===== src/rtl/bus_rv32_timer_pkg.sv =====
// Shared register offsets, CTRL bit layout and decode helper for the rv32 bus timer.
package bus_rv32_timer_pkg;

  localparam logic [4:0] TMR_CTRL     = 5'h00;
  localparam logic [4:0] TMR_PRESCALE = 5'h04;
  localparam logic [4:0] TMR_COMPARE  = 5'h08;
  localparam logic [4:0] TMR_COUNT    = 5'h0C;
  localparam logic [4:0] TMR_STATUS   = 5'h10;

  localparam int CTRL_EN   = 0;
  localparam int CTRL_AUTO = 1;
  localparam int CTRL_IE   = 2;

  typedef struct packed {
    logic ie;
    logic auto_reload;
    logic en;
  } tmr_ctrl_t;

  function automatic logic is_tmr_offset(input logic [4:0] off);
    return (off == TMR_CTRL) || (off == TMR_PRESCALE) || (off == TMR_COMPARE) ||
           (off == TMR_COUNT) || (off == TMR_STATUS);
  endfunction

endpackage


===== src/rtl/bus_rv32_timer_prescaler.sv =====
// Prescaler: counts 0..prescale while enabled and pulses tick on the terminal count.
module bus_rv32_timer_prescaler #(
  parameter int PRESCALE_WIDTH = 16
) (
  input  logic                      clk,
  input  logic                      rst,
  input  logic                      en,
  input  logic                      clear,
  input  logic [PRESCALE_WIDTH-1:0] prescale,
  output logic                      tick
);

  logic [PRESCALE_WIDTH-1:0] pre;

  assign tick = en && (pre == prescale);

  always_ff @(posedge clk or posedge rst) begin
    if (rst) begin
      pre <= '0;
    end else if (!en || clear || tick) begin
      pre <= '0;
    end else begin
      pre <= pre + PRESCALE_WIDTH'(1);
    end
  end

endmodule


===== src/rtl/bus_rv32_timer_responder.sv =====
// Memory-mapped compare timer on the rv32 CPU bus: register file, counter,
// match/irq logic and one-cycle registered read path.
module bus_rv32_timer_responder
  import bus_rv32_timer_pkg::*;
#(
  parameter int                       ADDRESS_WIDTH  = 32,
  parameter int                       DATA_WIDTH     = 32,
  parameter logic [ADDRESS_WIDTH-1:0] BASE_ADDR      = 32'h0000_9000,
  parameter int                       PRESCALE_WIDTH = 16
) (
  input  logic                     clk_i,
  input  logic                     reset_i,
  input  logic [ADDRESS_WIDTH-1:0] address_i,
  input  logic                     we_i,
  input  logic [DATA_WIDTH-1:0]    wdata_i,
  output logic [DATA_WIDTH-1:0]    rdata_o,
  output logic                     hit_o,
  output logic                     irq_o
);

  tmr_ctrl_t                 ctrl;
  logic [PRESCALE_WIDTH-1:0] prescale;
  logic [DATA_WIDTH-1:0]     compare;
  logic [DATA_WIDTH-1:0]     count;
  logic                      match;

  logic [4:0]            offset;
  logic                  hit;
  logic                  wr_ctrl, wr_prescale, wr_compare, wr_count, wr_status;
  logic                  tick;
  logic                  pre_clear;
  logic                  match_evt;
  logic [DATA_WIDTH-1:0] rd_mux;

  assign offset = address_i[4:0];
  assign hit    = (address_i[ADDRESS_WIDTH-1:5] == BASE_ADDR[ADDRESS_WIDTH-1:5]) &&
                  is_tmr_offset(offset);

  assign wr_ctrl     = we_i && hit && (offset == TMR_CTRL);
  assign wr_prescale = we_i && hit && (offset == TMR_PRESCALE);
  assign wr_compare  = we_i && hit && (offset == TMR_COMPARE);
  assign wr_count    = we_i && hit && (offset == TMR_COUNT);
  assign wr_status   = we_i && hit && (offset == TMR_STATUS);

  // A CPU load of COUNT pre-empts the tick, so no match is evaluated that edge.
  assign match_evt = tick && (count == compare) && !wr_count;
  assign pre_clear = wr_count || (wr_ctrl && wdata_i[CTRL_EN] && !ctrl.en);

  bus_rv32_timer_prescaler #(
    .PRESCALE_WIDTH(PRESCALE_WIDTH)
  ) u_prescaler (
    .clk     (clk_i),
    .rst     (reset_i),
    .en      (ctrl.en),
    .clear   (pre_clear),
    .prescale(prescale),
    .tick    (tick)
  );

  always_ff @(posedge clk_i or posedge reset_i) begin
    if (reset_i) begin
      ctrl     <= '0;
      prescale <= '0;
      compare  <= '0;
    end else begin
      if (wr_ctrl) begin
        ctrl <= '{ie: wdata_i[CTRL_IE], auto_reload: wdata_i[CTRL_AUTO], en: wdata_i[CTRL_EN]};
      end else if (match_evt && !ctrl.auto_reload) begin
        ctrl.en <= 1'b0;
      end
      if (wr_prescale) prescale <= wdata_i[PRESCALE_WIDTH-1:0];
      if (wr_compare)  compare  <= wdata_i;
    end
  end

  always_ff @(posedge clk_i or posedge reset_i) begin
    if (reset_i) begin
      count <= '0;
      match <= 1'b0;
    end else begin
      if (wr_count) begin
        count <= wdata_i;
      end else if (match_evt) begin
        if (ctrl.auto_reload) count <= '0;
      end else if (tick) begin
        count <= count + DATA_WIDTH'(1);
      end
      // Set has priority over a same-edge W1C.
      if (match_evt) begin
        match <= 1'b1;
      end else if (wr_status && wdata_i[0]) begin
        match <= 1'b0;
      end
    end
  end

  always_comb begin
    rd_mux = '0;
    if (hit && !we_i) begin
      case (offset)
        TMR_CTRL:     rd_mux = DATA_WIDTH'(ctrl);
        TMR_PRESCALE: rd_mux = DATA_WIDTH'(prescale);
        TMR_COMPARE:  rd_mux = compare;
        TMR_COUNT:    rd_mux = count;
        TMR_STATUS:   rd_mux = DATA_WIDTH'(match);
        default:      rd_mux = '0;
      endcase
    end
  end

  always_ff @(posedge clk_i or posedge reset_i) begin
    if (reset_i) begin
      rdata_o <= '0;
      hit_o   <= 1'b0;
      irq_o   <= 1'b0;
    end else begin
      rdata_o <= rd_mux;
      hit_o   <= hit;
      irq_o   <= match & ctrl.ie;
    end
  end

endmodule


===== config.mk =====
export PLATFORM = sky130hd
export DESIGN_NAME = bus_rv32_timer_responder
export DESIGN_NICKNAME = d
export VERILOG_FILES = /design/src/rtl/bus_rv32_timer_pkg.sv /design/src/rtl/bus_rv32_timer_prescaler.sv /design/src/rtl/bus_rv32_timer_responder.sv
export SDC_FILE = /design/constraint.sdc
export NUM_CORES = 1
export LEC_CHECK = 0
export ABC_AREA = 1
export BUFFER_PORTS_ARGS = -buffer_cell sky130_fd_sc_hd__buf_2
export CORE_ASPECT_RATIO = 1.1
export CORE_MARGIN = 3
export CORE_UTILIZATION = 45
export CTS_CLUSTER_DIAMETER = 60
export DETAILED_ROUTE_END_ITERATION = 8
export HOLD_SLACK_MARGIN = 0.12
export PLACE_DENSITY = 0.72
export SLEW_MARGIN = 20
export SYNTH_ARGS = -nofsm -noshare
export SYNTH_HDL_FRONTEND = slang
export SYNTH_SLANG_ARGS = --single-unit

===== constraint.sdc =====
create_clock -name clk_i -period 4.4 [get_ports clk_i]
set_input_delay 0.22 -clock clk_i [delete_from_list [all_inputs] [get_ports clk_i]]
set_output_delay 0.22 -clock clk_i [all_outputs]
set_load 0.02 [all_outputs]

# Word-level counts from Yosys, hierarchy flattened
# Index checks and enable logic that the tools add are counted.
dict set report totals {
  output_inout_bits 34
  register_bits 134
}
dict set report classes {
  muxes 11
  n_eq_ne 8
  bitwise 1
  addsub 2
  n_reduce_logical 31
}
# operator count
set ops {}
lappend ops {{2-to-1 mux 32 bit} 5}
lappend ops {{case mux 32 bit (5 select lines)} 1}
lappend ops {{adder 32 x 1 -> 32 bit, second input constant} 1}
lappend ops {{equality test 32 bit} 1}
lappend ops {{equality test 27 x 11 -> 1 bit, second input constant} 1}
lappend ops {{adder 16 x 1 -> 16 bit, second input constant} 1}
lappend ops {{equality test 16 bit} 1}
lappend ops {{2-to-1 mux 16 bit} 1}
lappend ops {{logical AND 1 bit} 15}
lappend ops {{equality test 5 x 4 -> 1 bit, second input constant} 2}
lappend ops {{logical OR 1 bit} 7}
lappend ops {{equality test 5 x 3 -> 1 bit, second input constant} 1}
lappend ops {{equality test 5 bit, second input constant} 1}
lappend ops {{zero test 5 bit} 1}
lappend ops {{zero test 1 bit} 4}
lappend ops {{2-to-1 mux 1 bit} 4}
lappend ops {{nonzero test 2 bit} 2}
lappend ops {{inequality test 3 bit, second input constant} 1}
lappend ops {{nonzero test 3 bit} 1}
lappend ops {{AND reduction 2 bit} 1}
lappend ops {{bitwise AND 1 bit} 1}

# Depth between registers and ports, before layout
# Gate-level depths: netlist of the first run.
dict set report logic_depth {
  ltp_word 14
  mapped_depth 16
}

# By module
# From an unflattened synthesis of the first run, not the netlist that was laid out.
dict set report unflattened {
  hier_cells 1076
  area_unflattened_um2 7843.8
}
# module cells_each area_each_um2 n_inst
set by_module_without_submodules {}
lappend by_module_without_submodules {bus_rv32_timer_responder 890 6578.8 1}
lappend by_module_without_submodules {bus_rv32_timer_prescaler 186 1265.0 1}

# Least setup slack after synthesis of the first run
# OpenSTA, ideal clock, no wires.
dict set report synth_timing {
  path_type {register -> register}
  start {register count[1]}
  end {register count[24]}
  n_path_buf 0
  path_slack_ps 2680
  setup_time_ps 116
  arrival_ps 1604
  t_required_ps 4284
  path_stages_with_launch 13
  cell_sequence {dfrtp_1 > ha_1 > nand2_1 > inv_1 > nand3_1 > nor3_1 > nand3_1 > nand2_1 > inv_1 > nand3_1 > nand2_1 > nand2_1 > nand2_1}
}
dict set report synth_via {
  elab_chain_cells 5
  word_cells_on_any_way 10
}
# element line_no
set synth_lines {}
lappend synth_lines {{from (decl)} bus_rv32_timer_responder.sv:24} ;# logic [DATA_WIDTH-1:0] count;
lappend synth_lines {{from (signal assigned)} bus_rv32_timer_responder.sv:82} ;# count <= wdata_i;
lappend synth_lines {{from (signal assigned)} bus_rv32_timer_responder.sv:86} ;# count <= count + DATA_WIDTH'(1);
lappend synth_lines {{branches (longest 5 deep; another with adder 32 x 1 -> 32 bit)} n/a}
# Parallel ways; which one is timed is not known. The select of a mux whose other input is x is not followed.
# A chain may end at the register's enable or synchronous reset.

# Worst setup path in the final report of the first run
dict set report layout_timing {
  start {input address_i[1]}
  end {register count[22]}
}
dict set report layout_via {
  elab_chain_cells 12
  word_cells_on_any_way 19
}
# element line_no
set layout_lines {}
lappend layout_lines {{from (decl)} bus_rv32_timer_responder.sv:13} ;# input logic [ADDRESS_WIDTH-1:0] address_i,
lappend layout_lines {{equality test 5 x 3 -> 1 bit or zero test 5 bit (tied branches)} bus_rv32_timer_pkg.sv:21} ;# return (off == TMR_CTRL) || (off == TMR_PRESCALE) || (off == TMR_COMPARE) ||
lappend layout_lines {{logical OR 1 bit (3 in a row)} bus_rv32_timer_pkg.sv:21}
lappend layout_lines {{logical OR 1 bit} bus_rv32_timer_pkg.sv:22} ;# (off == TMR_COUNT) || (off == TMR_STATUS);
lappend layout_lines {{logical AND 1 bit} bus_rv32_timer_responder.sv:36} ;# assign hit = (address_i[ADDRESS_WIDTH-1:5] == BASE_ADDR[ADDRESS_WIDTH-1:5]) &&
lappend layout_lines {{logical AND 1 bit} bus_rv32_timer_responder.sv:42} ;# assign wr_count = we_i && hit && (offset == TMR_COUNT);
lappend layout_lines {{logical AND 1 bit *} bus_rv32_timer_responder.sv:42}
lappend layout_lines {{zero test 1 bit} bus_rv32_timer_responder.sv:46} ;# assign match_evt = tick && (count == compare) && !wr_count;
lappend layout_lines {{logical AND 1 bit} bus_rv32_timer_responder.sv:46}
lappend layout_lines {{inequality test 3 bit (no source line), or another cell as far along} n/a}
lappend layout_lines {{AND reduction 2 bit (no source line) or 2-to-1 mux 32 bit (tied branches)} n/a}
# Mark *: on every way between the ends. The rest lies on a longest branch, timed or not.

==> metrics.txt, run 1 <==
CTS HTree Levels=4; Pint=just over 2000 uW; Post-synth ARST share=between 90% and 100%; most frequent cell after synthesis=nand2_1; RSZ-0062 raised after global routing=false; min-delay worst type=primary input to flop; Starting Density=between 40% and 50%; setup TNS after final layout=0 ns; status=finished, final reports clean; Synth Area in Compound Gates=5.20%; Routed WL=23.9 mm; Layout Cells excl Fill=around 1700; Total Nets Final=1519; die height=151 um; CP Max Fanout=33; Synth area leader=dfrtp_1; Syn-to-layout area delta=16.7%; number of buffers created by CTS=17; EDFF count, synth=0; Flop pwr share=45.2%; Critical Path AT=3.05 ns; Final Cell Area=between 10000 and 15000 sq um; clock skew=0.0103 ns; TritonCTS clock tree=built; Primary FF master, synth=dfrtp_1; via count=~8500; dpl hpwl=16.9 mm; Mapped Nets=around 1400; Slew headroom=approximately a third; mux cell area share after synthesis=0%; Synth Area in Simple Gates=41.7%; Antenna Violating Nets Remaining=0; Leakage=0.00525 uW; share of layout cells above drive strength 1=11.5%; synth cell count leaders=nand2_1, inv_1, dfrtp_1, nor2_1, nand3_1; WHS=~0.13 ns; R2R depth=10; Port Buf Inserts=100; Startpoint Class=primary input; Mapped Cells=1345; Clk Latency, worst-skew pair=0.43 ns; n_diodes=0; DRT Pass-1 Iters=6; placed cell area=between 9000 and 10000 sq um; Die Area=20700 sq um; Synth Area in XOR/XNOR=~2.7%; Combinational Power Share=a little over 4%; Net Sw Power=about 650 uW; Synth top area share=39.1%; drt wl/cell=approximately 14 um; total gr overflow=0; GRT Total Usage=23.7%; largest net degree at the start of global routing=103; Final Hold Violating Endpoints=0; synth top area cells=dfrtp_1, nand2_1, inv_1; clock slew seen by the registers of the worst setup and hold paths=0.06 ns; DRC=0; switch share=around a quarter; fin crit share=between 60% and 70%; Seq/Total Area, Yosys=about two fifths; Synth Area in Adders=less than 1%; row count=52; gpl congestion=0.967; fin util=a little over half; max-cap violations=0; antenna violations before repair=0; placed cells=1643; CTS Sinks=134; # IOs=101; first-pass GRT wire length=between 30 and 40 mm; maximum clock rate=373 MHz; Worst EP required=4.77 ns; share of power burned in the clock network=roughly 51%; drt initial violations=805; crit end category=flop; Die X-Extent=138 um; Distinct cells, synth=38; post-synthesis cell area=8570 sq um; Peak VDD IR=0.000264 V; final setup vio count=0; largest family of logic cells by synthesized area=simple AND/OR/NAND/NOR gates; fin crit period=2.68 ns; drt via density=5.00; vias in the first global route=7815; synthesized flop and latch total=134; fill count=1840; Setup CP Type=primary input to flop; Avg Cell Area, Syn=between 6 and 7 sq um; Least-Margin Pin Slew=roughly 1 ns; Ys Warns=0; core area=18500 sq um; Root Buffer=clkbuf_16; depth of the worst hold-timing path=5; Clock Tree Buf Depth=2; Cell Pwr Density=272 nW/um^2; Slew Viols, Final=0
kinds of logic after synthesis:
kind of cell	after synthesis
AO/OA/AOI/OAI	83
buffers and inverters	222
adder cells (fa/ha/maj)	2
AND/OR/NAND/NOR	878
flip-flops	134
XOR/XNOR	26
worst max-delay path: stages:
cell and delay (ns):
buf_2 0.11, nor2_4 0.13, nand4_1 0.14, inv_2 0.52
nand4_1 0.43, inv_2 0.60, a21oi_1 0.12, nand2_2 0.55
nand2_1 0.13, nand2_1 0.09
layer usage:
layer | share of wire, % | up-vias | GRT usage [%]
li1 | - | 4316 | -
met1 | 45 | 3916 | 32.1
met2 | 47 | 271 | 38.7
met3 | 6.0 | 34 | 4.41
met4 | 1.6 | 0 | 7.19
met5 | 0 | - | 0
what timing repair did:
| action | 4_1_cts | 5_1_grt |
|---|---|---|
| hold buffers | 31 | 0 |
| setup buffers | 0 | 0 |
| hold endpoints to repair | 158 | 0 |
| resized for setup | 0 | 0 |
power by group through the flow:
stage                     logic (uW)  clock network (uW)  registers [uW]
final                            110                1380            1230
after global routing             124                1450            1230
after CTS                        113                1390            1230
after detailed placement        91.3                   0            1250
after global placement          90.4                   0            1250
after floorplan                 35.9                   0            1260
layout make-up:
cell class	count	area (sq um)	share of cell area [%]
repair buffers	137	856	8.56
inverters	171	647	6.47
flip-flops and latches	134	3350	33.5
clock buffers	18	439	4.39
well taps	243	304	3.04
clock inverters	14	128	1.28
multi-input cells	989	4280	42.7
through the flow:
stage | setup WS [ns] | total power (uW)
floorplan | 0.597 | 1290
global placement | 1.42 | 1350
detailed placement | 1.36 | 1350
CTS | 1.74 | 2740
global route | 1.43 | 2810
finish | 1.72 | 2720
placed cells by master, fill, tap and decap left out, types with 3 or more instances in the layout:
master         netlist  routed
clkbuf_16            0      17
nand2_2              5       5
nor2_4               4       4
a31oi_1             11      11
nor2_2               3       3
buf_2               21     100
clkinv_2             0       3
nor3b_1              5       5
nand3_1             76      76
nand2_1            619     619
nand4_1             14      14
nor2_1             121     121
xor2_1              21      21
o21ai_0             20      20
a21oi_1             26      26
clkinvlp_4           0       4
buf_4                9       6
inv_2               11      11
inv_1              160     159
nor3_1              20      20
clkinv_4             0       4
dlygate4sd3_1        0      31
xnor2_1              5       5
dfrtp_1            134     134
inv_6                0       3
o21ai_1             20      20
sequential cells by signal, indices dropped and copies added (netlist names):
name,cells
prescale,16
u_prescaler.pre,16
ctrl,3
compare,32
count,32
hit_o,1
rdata_o,32
irq_o,1
match,1
path summary, 6_finish.rpt:
path                               from   endpoint  slack (ns)
setup / recovery           address_i[1]  count[22]        1.72
hold / removal               wdata_i[3]   count[3]        0.13
setup reg to reg              count[26]  count[22]        2.11
hold reg to reg                 ctrl[2]    ctrl[2]        0.52
max in group asynchronous       reset_i  count[25]        2.82
min in group asynchronous       reset_i  count[27]        0.55
(Power assumes the default switching activity.)
==> inputs of run 2 (changes only) <==
- clock period: 4.4 -> 2.7 ns (I/O delays scaled with it)
==> metrics.txt, run 2 (synthesis results as in run 1) <==
Placement Setup Slack=0.494 ns (-0.864 ns); Antenna Violating Nets Remaining=0 (unchanged); Flop pwr share=44.6% (-0.6 points); crit-path max cell delay=0.49 ns (-0.11 ns); Root Buffer=clkbuf_16; Slew Viols, Final=0 (unchanged); largest net degree at the start of global routing=135 (+31%); via count=8437 (-1.2%); TritonCTS clock tree=built; Total Nets Final=1531 (+0.79%); # IOs=101 (unchanged); min-delay worst type=primary input to flop; DRC=0 (unchanged); row count=52 (unchanged); clock skew=0.0101 ns (-0.000217 ns); CP startpoint=count[1]; Clock Tree Buf Depth=2 (unchanged); drt wl/cell=14.2 um (+1.5%); crit-path cells=ha_1 > nand2_1 > inv_1 > nand3_1 > nor3_1 > nand3_1 > nand2_1 > inv_1 > nand3_1 > nand2_1 > nand2_1 > nand2_1; Cell Pwr Density=444 nW/um^2 (+63%); Die X-Extent=138 um (unchanged); fin crit share=81.6%; Syn-to-layout area delta=18.3%; Least-Margin Pin Slew=0.755 ns (-0.249 ns); placed cells=1650 (+0.43%); Layout Cells excl Fill=1717 (+0.64%); Die Area=20700 sq um (unchanged); RSZ-0062 raised after global routing=false; total gr overflow=0 (unchanged); critical path's top delay family=simple AND/OR/NAND/NOR gates; final setup margin=0.496 ns (-1.22 ns); cell mode on critical path=nand2_1; fill count=1848 (+0.43%); Final Hold Violating Endpoints=0 (unchanged); Worst EP required=3.01 ns (-1.76 ns); Leakage=0.00532 uW (+1.3%); Combinational Power Share=4.1% (about the same); maximum clock rate=roughly 450 MHz; drt via density=4.91 (-1.8%); worst r2r src=count[1]; fin crit period=2.20 ns; GRT Total Usage=24.1% (+0.39 points); CP Max Fanout=8 (-76%); setup TNS after final layout=0 ns (unchanged); Port Buf Inserts=100 (unchanged); Net Sw Power=1050 uW (+62%); n_diodes=0 (unchanged); DRT Pass-1 Iters=5 (-1); dpl hpwl=17.8 mm (+5.3%); core area=18500 sq um (unchanged); die height=151 um (unchanged); Critical Path AT=2.51 ns (-0.54 ns); Final Cell Area=10100 sq um (+1.4%); antenna violations before repair=0 (unchanged); final setup vio count=0 (unchanged); most frequent cells in the layout=nand2_1, inv_1, dfrtp_1, nor2_1, buf_2; vias in the first global route=7693 (-1.6%); CTS HTree Levels=4 (unchanged); Peak VDD IR=0.000416 V (+58%); Largest regs=compare: 32 flops, count: 32 flops, rdata_o: 32 flops; switch share=23.4% (-0.55 points); CTS Sinks=134 (unchanged); status=finished, final reports clean; placed cell area=9200 sq um (+0.84%); number of buffers created by CTS=17 (unchanged); Clk Latency, worst-skew pair=0.42 ns (about the same); share of power burned in the clock network=51.3% (+0.6 points); slowest library cell on the worst path=dfrtp_1; share of layout cells above drive strength 1=11.8% (+0.32 points); Startpoint Class=flop; HP Start=address_i[6]; leading cell type in the layout, fill and taps excluded=nand2_1; gpl congestion=0.990 (+2.4%); Routed WL=24.4 mm (+2.1%); Slew headroom=49.2% (+16 points); crit end category=flop; drt initial violations=670 (-17%); first-pass GRT wire length=39.4 mm (+0.88%); Pint=3450 uW (+67%); Storage cell area=3350 sq um (unchanged); Setup Buffers After CTS=0 (unchanged); Starting Density=46.2% (unchanged); Setup CP Type=flop to flop; crit path buf inv count=2 (-1); clock slew seen by the registers of the worst setup and hold paths=0.07 ns (about the same); max-cap violations=0 (unchanged); flop-to-flop setup slack=0.50 ns (-1.61 ns); area of the multi-input gates=4280 sq um (unchanged)
[run 2: final timing paths]
kind	to	cells after the start
worst min register to register	irq_o	2
worst max register to register	count[24]	12
worst min-delay path	hit_o	8
max in group asynchronous	compare[8]	4
worst max-delay path	count[24]	12
min in group asynchronous	rdata_o[29]	4
[run 2: routing by layer]
layer / up-vias / part of all wire [%] / GRT usage, %
met3: 32 / 5.2 / 3.58
met2: 224 / 47 / 39.6
met5: - / 0 / 0
met1: 3838 / 46 / 33.5
li1: 4343 / - / -
met4: 0 / 1.7 / 6.14
[run 2: worst register-to-register path, cell delays in order (launching register included)]
cell and delay, ns:
dfrtp_1 0.49, ha_1 0.22, nand2_1 0.05, inv_1 0.14, nand3_1 0.21, nor3_1 0.48, nand3_1 0.12, nand2_1 0.10
inv_1 0.04, nand3_1 0.07, nand2_1 0.06, nand2_1 0.06, nand2_1 0.05
[run 2: metrics by stage]
step                      hold WS [ns]  utilization (%)  power, uW
after floorplan                  0.252                -       2100
after global placement           0.383             49.6       2190
after detailed placement         0.389             49.6       2190
after CTS                        0.145             54.7       4540
after global routing             0.198             54.7       4630
final                            0.155             54.7       4510
[run 2: power by group through the flow]
stage,Clock [uW],Combinational [uW],Sequential (uW)
6_report,2310,185,2010
2_1_floorplan,0,58.9,2050
5_1_grt,2420,207,2010
4_1_cts,2340,189,2010
3_3_place_gp,0,147,2040
3_5_place_dp,0,148,2040
[run 2: area by class of cell]
class,instances,share of cell area (%)
inverter,171,6.37
clock buffer,17,4.19
tap,243,3.00
clock inverter,14,1.52
timing repair buffer,149,9.70
multi-input combinational,989,42.2
sequential,134,33.1
[run 2: repair_timing]
action | 4_1_cts | 5_1_grt
endpoints found under the hold margin | 218 | 0
gates resized for setup | 0 | 0
hold buffers | 36 | 0
